==> src/rtl/mac_iter_ctrl_pkg.sv <==
// rtl/mac_iter_ctrl_pkg.sv - shared MAC constants, FSM state, control and flag types
// Contents:
//   MAC_CNT_LEN / MAC_NB_ITER_W / MAC_ADDR_W / MAC_LW : default sizing of the MAC datapath
//   mac_state_e  : iteration controller states
//   mac_ctrl_t   : job configuration latched on start
//   mac_flags_t  : job status seen by the host
//   mac_job_empty: true when a job has nothing to iterate over
package mac_iter_ctrl_pkg;

  localparam int MAC_CNT_LEN   = 1024;
  localparam int MAC_NB_ITER_W = 16;
  localparam int MAC_ADDR_W    = 32;
  localparam int MAC_LW        = $clog2(MAC_CNT_LEN) + 1;

  typedef enum logic [2:0] {
    IDLE,
    START,
    COMPUTE,
    WAIT,
    UPDATEIDX,
    TERMINATE
  } mac_state_e;

  // Struct fields are sized by the package constants, so the controller
  // parameters must keep their package-derived defaults when these are used.
  typedef struct packed {
    logic [MAC_NB_ITER_W-1:0] nb_iter;
    logic [MAC_LW-1:0]        len;
    logic [31:0]              mu;
    logic [MAC_ADDR_W-1:0]    a_base;
    logic [MAC_ADDR_W-1:0]    d_base;
    logic [MAC_ADDR_W-1:0]    a_stride;
    logic [MAC_ADDR_W-1:0]    d_stride;
  } mac_ctrl_t;

  typedef struct packed {
    logic                     busy;
    logic                     done;
    logic [MAC_NB_ITER_W-1:0] iter_idx;
  } mac_flags_t;

  function automatic logic mac_job_empty(input logic [MAC_NB_ITER_W-1:0] nb_iter,
                                         input logic [MAC_LW-1:0]        len);
    return (nb_iter == '0) || (len == '0);
  endfunction

endpackage

==> src/rtl/mac_addr_gen.sv <==
// rtl/mac_addr_gen.sv - per-iteration base address accumulators for the a and d streams
// Ports:
//   clk_i, rst_i          : clock, synchronous active-high reset (covers soft clear too)
//   restart_i             : zero both offsets (job accepted)
//   step_i                : advance both offsets by one stride (iteration finished)
//   a_base_i, d_base_i    : latched stream base addresses
//   a_stride_i, d_stride_i: latched per-iteration strides
//   a_addr_o, d_addr_o    : base + idx*stride, built by repeated addition
module mac_addr_gen
  import mac_iter_ctrl_pkg::*;
#(
  parameter int ADDR_W = MAC_ADDR_W
) (
  input  logic              clk_i,
  input  logic              rst_i,
  input  logic              restart_i,
  input  logic              step_i,
  input  logic [ADDR_W-1:0] a_base_i,
  input  logic [ADDR_W-1:0] d_base_i,
  input  logic [ADDR_W-1:0] a_stride_i,
  input  logic [ADDR_W-1:0] d_stride_i,
  output logic [ADDR_W-1:0] a_addr_o,
  output logic [ADDR_W-1:0] d_addr_o
);

  logic [ADDR_W-1:0] a_off_q;
  logic [ADDR_W-1:0] d_off_q;

  // Offsets accumulate strides; additions wrap modulo 2^ADDR_W naturally.
  always_ff @(posedge clk_i) begin
    if (rst_i || restart_i) begin
      a_off_q <= '0;
      d_off_q <= '0;
    end else if (step_i) begin
      a_off_q <= a_off_q + a_stride_i;
      d_off_q <= d_off_q + d_stride_i;
    end
  end

  assign a_addr_o = a_base_i + a_off_q;
  assign d_addr_o = d_base_i + d_off_q;

endmodule

==> src/rtl/mac_iter_ctrl.sv <==
// rtl/mac_iter_ctrl.sv - MAC iteration controller: sequences streamers and engine over nb_iter passes
// Ports:
//   clk_i, rst_i, clear_i            : clock, synchronous reset, synchronous soft clear
//   start_i + *_i configuration      : job start and its configuration, latched in IDLE
//   a/d_ready_start_i, a/d_done_i    : streamer handshake
//   cnt_out_i                        : engine element counter
//   a/d_req_start_o, a/d_addr_o      : streamer start pulses and per-iteration addresses
//   trans_size_o, eng_*_o            : streamer size and engine control
//   iter_idx_o, busy_o, done_o       : job status
module mac_iter_ctrl
  import mac_iter_ctrl_pkg::*;
#(
  parameter  int CNT_LEN   = MAC_CNT_LEN,
  parameter  int NB_ITER_W = MAC_NB_ITER_W,
  parameter  int ADDR_W    = MAC_ADDR_W,
  localparam int LW        = $clog2(CNT_LEN) + 1
) (
  input  logic                 clk_i,
  input  logic                 rst_i,
  input  logic                 clear_i,
  input  logic                 start_i,
  input  logic [NB_ITER_W-1:0] nb_iter_i,
  input  logic [LW-1:0]        len_iter_i,
  input  logic [31:0]          mu_i,
  input  logic [ADDR_W-1:0]    a_base_i,
  input  logic [ADDR_W-1:0]    d_base_i,
  input  logic [ADDR_W-1:0]    a_stride_i,
  input  logic [ADDR_W-1:0]    d_stride_i,
  input  logic                 a_ready_start_i,
  input  logic                 d_ready_start_i,
  input  logic                 a_done_i,
  input  logic                 d_done_i,
  input  logic [LW-1:0]        cnt_out_i,
  output logic                 a_req_start_o,
  output logic                 d_req_start_o,
  output logic [ADDR_W-1:0]    a_addr_o,
  output logic [ADDR_W-1:0]    d_addr_o,
  output logic [LW-1:0]        trans_size_o,
  output logic                 eng_clear_o,
  output logic                 eng_enable_o,
  output logic [31:0]          eng_mu_o,
  output logic [LW-1:0]        eng_len_o,
  output logic [NB_ITER_W-1:0] iter_idx_o,
  output logic                 busy_o,
  output logic                 done_o
);

  mac_state_e           state_q;
  mac_state_e           state_d;
  mac_ctrl_t            ctrl_q;
  mac_flags_t           flags;
  logic [NB_ITER_W-1:0] iter_idx_q;
  logic [NB_ITER_W-1:0] idx_next;
  logic                 a_done_q;
  logic                 d_done_q;
  logic                 soft_rst;
  logic                 accept;
  logic                 fire;
  logic                 step;
  logic                 done_window;

  assign soft_rst    = rst_i || clear_i;
  assign accept      = (state_q == IDLE) && start_i;
  assign idx_next    = iter_idx_q + NB_ITER_W'(1);
  // Done pulses are captured from COMPUTE onwards so an early streamer
  // completion during COMPUTE still releases WAIT later.
  assign done_window = (state_q == COMPUTE) || (state_q == WAIT) ||
                       (state_q == UPDATEIDX) || (state_q == TERMINATE);

  always_ff @(posedge clk_i) begin
    if (soft_rst) begin
      state_q    <= IDLE;
      ctrl_q     <= '0;
      iter_idx_q <= '0;
      a_done_q   <= 1'b0;
      d_done_q   <= 1'b0;
    end else begin
      state_q <= state_d;

      if (accept) begin
        ctrl_q.nb_iter  <= nb_iter_i;
        ctrl_q.len      <= len_iter_i;
        ctrl_q.mu       <= mu_i;
        ctrl_q.a_base   <= a_base_i;
        ctrl_q.d_base   <= d_base_i;
        ctrl_q.a_stride <= a_stride_i;
        ctrl_q.d_stride <= d_stride_i;
        iter_idx_q      <= '0;
      end else if (step) begin
        iter_idx_q <= idx_next;
      end

      if (fire) begin
        a_done_q <= 1'b0;
        d_done_q <= 1'b0;
      end else if (done_window) begin
        if (a_done_i) a_done_q <= 1'b1;
        if (d_done_i) d_done_q <= 1'b1;
      end
    end
  end

  // Only the ready flags reach the request outputs combinationally.
  always_comb begin
    state_d      = state_q;
    fire         = 1'b0;
    step         = 1'b0;
    eng_enable_o = 1'b0;
    done_o       = 1'b0;

    case (state_q)
      IDLE: begin
        if (start_i) begin
          state_d = mac_job_empty(nb_iter_i, len_iter_i) ? TERMINATE : START;
        end
      end
      START: begin
        if (a_ready_start_i && d_ready_start_i) begin
          fire    = 1'b1;
          state_d = COMPUTE;
        end
      end
      COMPUTE: begin
        eng_enable_o = 1'b1;
        if (cnt_out_i == ctrl_q.len) state_d = WAIT;
      end
      WAIT: begin
        if (a_done_q && d_done_q) state_d = UPDATEIDX;
      end
      UPDATEIDX: begin
        step    = 1'b1;
        state_d = (idx_next == ctrl_q.nb_iter) ? TERMINATE : START;
      end
      TERMINATE: begin
        done_o  = 1'b1;
        state_d = IDLE;
      end
      default: state_d = IDLE;
    endcase
  end

  always_comb begin
    flags          = '0;
    flags.busy     = (state_q != IDLE);
    flags.done     = done_o;
    flags.iter_idx = iter_idx_q;
  end

  mac_addr_gen #(
    .ADDR_W(ADDR_W)
  ) u_addr_gen (
    .clk_i     (clk_i),
    .rst_i     (soft_rst),
    .restart_i (accept),
    .step_i    (step),
    .a_base_i  (ctrl_q.a_base),
    .d_base_i  (ctrl_q.d_base),
    .a_stride_i(ctrl_q.a_stride),
    .d_stride_i(ctrl_q.d_stride),
    .a_addr_o  (a_addr_o),
    .d_addr_o  (d_addr_o)
  );

  assign a_req_start_o = fire;
  assign d_req_start_o = fire;
  assign eng_clear_o   = fire;
  assign trans_size_o  = ctrl_q.len;
  assign eng_len_o     = ctrl_q.len;
  assign eng_mu_o      = ctrl_q.mu;
  assign iter_idx_o    = flags.iter_idx;
  assign busy_o        = flags.busy;

endmodule

==> config.mk <==
export PLATFORM = sky130hd
export DESIGN_NAME = mac_iter_ctrl
export DESIGN_NICKNAME = d
export VERILOG_FILES = /design/src/rtl/mac_iter_ctrl_pkg.sv /design/src/rtl/mac_addr_gen.sv /design/src/rtl/mac_iter_ctrl.sv
export SDC_FILE = /design/constraint.sdc
export NUM_CORES = 1
export LEC_CHECK = 0
export CAP_MARGIN = 10
export CELL_PAD_IN_SITES_DETAIL_PLACEMENT = 1
export CELL_PAD_IN_SITES_GLOBAL_PLACEMENT = 1
export CORE_UTILIZATION = 41
export DETAILED_ROUTE_END_ITERATION = 16
export PLACE_DENSITY = 0.95
export SKIP_CTS_REPAIR_TIMING = 1
export SYNTH_ARGS = -nofsm -noshare
export SYNTH_HDL_FRONTEND = slang
export SYNTH_SLANG_ARGS = --single-unit
export TNS_END_PERCENT = 50
==> constraint.sdc <==
create_clock -name clk_i -period 8.9 [get_ports clk_i]
set_input_delay 1.78 -clock clk_i [delete_from_list [all_inputs] [get_ports clk_i]]
set_output_delay 1.78 -clock clk_i [all_outputs]
set_load 0.01 [all_outputs]
# Word-level counts from Yosys, hierarchy flattened
# Cells that the tools add are included.
totals:
  output_inout_bits: 140
  ff_bits: 272
op_classes:
  n_eq_ne: 11
  n_reduce_logical: 18
  mux: 12
  addsub: 5
op_table:
  columns: ["cell", "count"]
  rows:
  - ["adder 32 bit", 4]
  - ["two-way mux 3 bit", 6]
  - ["adder 16 x 1 -> 16 bit, second input constant", 1]
  - ["== test 16 bit", 1]
  - ["logical NOT 16 bit", 1]
  - ["one-hot mux 3 bit (5 select lines)", 1]
  - ["== test 11 bit", 1]
  - ["logical NOT 11 bit", 1]
  - ["== test 3 x 2 -> 1 bit, second input constant", 2]
  - ["== test 3 bit, second input constant", 2]
  - ["logical OR 1 bit", 6]
  - ["two-way mux 1 bit", 5]
  - ["!= test 2 x 1 -> 1 bit, second input constant", 2]
  - ["!= test 2 bit, second input constant", 2]
  - ["AND reduction 2 bit", 2]
  - ["AND reduction 4 bit", 1]
  - ["OR reduction 2 bit", 2]
  - ["== test 3 x 1 -> 1 bit, second input constant", 1]
  - ["logical AND 1 bit", 3]
  - ["logical NOT 3 bit", 1]
  - ["nonzero test 3 bit", 1]

# Depth between registers and ports, before layout
depth:
  ltp_word: 5
  ltp_mapped: 11
  ltp_nobuf: 11

# Modules after synthesis
# Synthesis repeated with hierarchy kept, for this count alone.
hier_totals:
  cells_unflattened: 2182
  area_unflattened_um2: 16878.7
modules_own_cells:
  columns: ["module", "cells_per_inst", "n_inst", "area_per_inst_um2", "seq_area_each_um2"]
  rows:
  - ["mac_addr_gen", 1098, 1, 8453.1, 1281.2]
  - ["mac_iter_ctrl", 1084, 1, 8425.6, 4164.0]

# Least setup slack after synthesis
# No wires, ideal clock.
synth_timing:
  kind: "reg2out"
  from: "register ctrl_q[64] (netlist bit)"
  to: "output d_addr_o[24]"
  path_slack_ns: 4.491
  path_stages_with_launch: 12
  path_buffers: 0
  arrival_ns: 2.629
  cell_sequence: "dfxtp_1 > ha_1 > fa_1 > a21o_1 > a21oi_1 > o21a_1 > nor3_1 > nor2_1 > a41oi_1 > a221oi_1 > nor4bb_1 > a211o_1"
synth_between:
  elab_chain_len: 1
synth_rtl:
  columns: ["item", "line_no", "text"]
  rows:
  - ["start: declaration", "mac_iter_ctrl.sv:50", "mac_ctrl_t ctrl_q;"]
  - ["adder 32 bit", "mac_addr_gen.sv:41", "assign d_addr_o = d_base_i + d_off_q;"]
  - ["end: declaration", "mac_iter_ctrl.sv:37", "output logic [ADDR_W-1:0] d_addr_o,"]
# Every way passes these cells.

# Worst setup path after layout
layout_timing:
  from: "register u_addr_gen.d_off_q[0]"
  to: "output d_addr_o[24]"
layout_between:
  elab_chain_len: 1
layout_rtl:
  columns: ["item", "line_no", "text"]
  rows:
  - ["start: declaration", "mac_addr_gen.sv:27", "logic [ADDR_W-1:0] d_off_q;"]
  - ["start signal: assignment", "mac_addr_gen.sv:36", "d_off_q <= d_off_q + d_stride_i;"]
  - ["adder 32 bit", "mac_addr_gen.sv:41", null]
# Every way passes these cells.

==> impl_metrics.csv <==
group,metric,value,unit
outcome,status,"finished, final reports clean",
sta,tightest_slew,1.01,ns
synth,synth_async_sr_flop_share,0,%
synth,syn_area_per_cell,7.57,um2
cells_and_area,final_area,21300,um2
detailed_routing,wl_met1,24.7,mm
cells_and_area,finalNetCount,2781,
synth,synth_top_area_share,32.4,%
cells_and_area,multi_input_area,10400,um2
detailed_routing,wl_met3,3.09,mm
detailed_routing,post_drt_via_cell_ratio,5.74,
detailed_routing,drt-total-wl,60.7,mm
setup_path,r2r-end,"state_q[2]",
die,ioPinCount,346,
setup_path,critical-path-top-delay-family,"compound AO/OA/AOI/OAI gates",
synth,synth_area,16800,um2
sta,max-slew-margin-rel,32.5,%
global_route,grt-ovfl-total,0,
worst_hold_path,hp-start,"eng_mu_o[20]",
sta,rsz0062_at_grt,"false",
run,maxCapViolCount,0,
global_route,grt_max_degree,96,
setup_path,path_cells,"ha_1 > fa_1 > a21o_1 > a21oi_1 > o21a_1 > nor3_1 > nor2_1 > a41oi_1 > a221oi_1 > nor4bb_1 > a211o_1 > clkdlybuf4s50_1",
die,die_w,204,um
clock_network,clock-root-buffer,"clkbuf_16",
setup_path,crit_fanout,5,
setup_path,critPathBufInv,1,
sta,period_minus_slack,6.18,ns
sta,skew,0.0160,ns
setup_path,slowest_delay,0.57,ns
worst_hold_path,hold_end,"eng_mu_o[20]",
setup_path,r2r_slack,5.30,ns
detailed_routing,highest_layer,"met5",
synth,synthCells,2219,
die,initial_core_util,41.9,%
synth,yosys.area.top_type,"dfxtp_1",
pwr,p_per_area,141,nW/um2
detailed_routing,drt-pass1-iter-count,5,
pwr,p_leak,8.67,nW
global_route,grt_pass1_vias,18176,
sta,setup_viol,0,
synth,syn-num-nets,2554,
die,die_h,204,um
detailed_routing,postRouteAntennaNets,0,
place,post-dp-hpwl,43.4,mm
cells_and_area,fill_cells,4855,
detailed_routing,drc,0,
synth,synth_edf_count,0,
clock_network,clkTransAtPathRegs,0.06,ns
die,core,40100,um2
cells_and_area,drive_gt1_share,3.97,%
synth,synth.distinct_cells,73,
clock_network,cts.path.max_buffers,3,
synth,ys_ff_latch,272,
sta,fin_tns_setup,0,ns
die,num_rows,73,
cells_and_area,regArea,5450,um2
detailed_routing,wl_per_cell,20.2,um
detailed_routing,wl_met2,31.0,mm
global_route,antenna_found_initial,5,
sta,slew_viol_final,0,
synth,synth_warnings,0,
sta,finalCritPeriodShare,69.4,%
sta,hold_violations,0,
clock_network,htreeDepth,2,
setup_path,crit_path_end_kind,"output port",
die,die-area,41800,um2
sta,fmax,162,MHz
clock_network,cts-buffers-inserted,34,
clock_network,cts_tree,"done",
synth,yosys_most_used_dff,"dfxtp_1",
pwr,vdd_drop_max,0.126,mV
global_route,grt_pass1_wl,95.2,mm
synth,yosys-top-cells-area,"dfxtp_1, nand2_1, a21oi_1",
detailed_routing,drtIter0Drc,793,
cells_and_area,final_core_util,53.1,%
pwr,fin_total_pwr,3.00,mW
detailed_routing,vias,17219,
place,postPlaceCellArea,20200,um2
setup_path,path_class,"reg2out",
setup_path,arrival,4.40,ns
worst_hold_path,min_path_type,"reg2reg",
clock_network,clock_latency,0.55,ns
place,gp_congestion,0.889,
setup_path,path_depth,12,
setup_path,r2r_start,"state_q[2]",
place,portBuffers,345,
setup_path,ff2ff_path_depth,9,
global_route,grtUsageTotal,28.3,%
worst_hold_path,worst_hold_path.num_cells,2,
setup_path,cpMaxStageDelayCell,"a221oi_1",
setup_path,start_kind,"register",
setup_path,cp.required,7.12,ns
synth,synth-seq-area-share,32.4,%
clock_network,cts_sinks,272,
cells_and_area,area_delta_synth_final,26.7,%
## per-layer routing
| metal | vias up | GRT usage (%) |
|---|---|---|
| met5 | - | 0 |
| met4 | 4 | 10.3 |
| met3 | 141 | 5.53 |
| met2 | 464 | 51.7 |
| met1 | 8429 | 32.4 |
| li1 | 8181 | - |
## Yosys cell counts, drive strengths merged, types with 5 or more instances
cell,instances
o211ai,8
o21bai,22
dfxtp,272
and2,8
o21ai,77
nor2,97
clkbuf,92
or3,17
nand2,522
nand4,17
nor2b,17
inv,31
a21oi,346
xor2,60
buf,73
a31oi,23
nor3,35
a211oi,24
or4,5
or2,6
nand3,46
o31ai,13
nand2b,15
o21a,15
xnor2,79
a211o,8
a2111oi,5
a21o,52
ha,125
and3,23
nor4,14
mux2i,7
## power by group
group	total, mW	internal [mW]	switching [mW]
clock network	1.39	0.804	0.583
registers	1.27	1.25	0.0226
logic	0.344	0.165	0.179
total	3.00	2.22	0.785
## sequential cells by signal (all words and copies together) (netlist names)
register            flops
u_addr_gen.a_off_q     32
d_done_q                1
state_q                 3
u_addr_gen.d_off_q     32
iter_idx_o             16
eng_mu_o               32
a_done_q                1
eng_len_o              11
ctrl_q                144
## final cells by class
cell class,instances,share of cell area (%)
timing repair buffer,356,16.6
clock inverter,16,0.623
tap,525,3.09
sequential,272,25.6
antenna,4,0.0470
multi-input combinational,1751,48.9
clock buffer,44,4.56
inverter,31,0.547
## kinds of logic (layout without fill, tap and decap cells)
family,count (synthesis),count (layout),share of synthesized area (%)
adder cells (fa/ha/maj),129,129,9.79
other,0,4,0
AO/OA/AOI/OAI,636,636,22.5
XOR/XNOR,139,139,7.25
multiplexers,8,8,0.484
flip-flops,272,272,32.4
buffers and inverters,196,447,5.73
AND/OR/NAND/NOR,839,839,21.8
## tightest hold or removal path: stages (launching register included)
cell and delay [ns]:
dfxtp_1 0.31, nand2_1 0.05, a21oi_1 0.05
## per-stage QoR
stage / worst slack, ns / cells / hold WS, ns
2_1_floorplan: 4.49 / 2219 / 0.437
3_3_place_gp: 3.56 / 2935 / 0.442
3_5_place_dp: 3.47 / 2935 / 0.450
4_1_cts: 2.78 / 2995 / 0.456
5_1_grt: 2.56 / 2995 / 0.470
6_report: 2.72 / 2999 / 0.457
## worst max path at each step
stage,start,to,slack [ns]
after floorplan,ctrl_q[64],d_addr_o[24],4.49
final,u_addr_gen.d_off_q[0],d_addr_o[24],2.72
after detailed placement,ctrl_q[64],d_addr_o[24],3.47
after CTS,ctrl_q[64],d_addr_o[24],2.78
after global routing,u_addr_gen.d_off_q[1],d_addr_o[31],2.56
after global placement,ctrl_q[64],d_addr_o[24],3.56
## placed cells by master (no fill, tap or decap), types with 5 or more instances in the layout
cell type          n
nand2_1          521
a21oi_1          345
clkdlybuf4s50_1  345
dfxtp_1          272
ha_1             125
nor2_1            96
xnor2_1           79
o21ai_0           77
xor2_1            60
a21o_1            50
nand3_1           45
clkbuf_16         35
nor3_1            33
inv_1             31
a211oi_1          24
o21bai_1          22
a31oi_1           22
and3_1            21
nor2b_1           17
nand4_1           17
o21a_1            15
nand2b_1          15
or3_1             14
nor4_1            14
o31ai_1           13
buf_4             11
o211ai_1           8
and2_1             8
a211o_1            7
mux2i_1            7
clkinv_2           7
clkbuf_8           6
or4_1              5
or2_2              5
No activity file was read; power rests on OpenSTA's default activity.
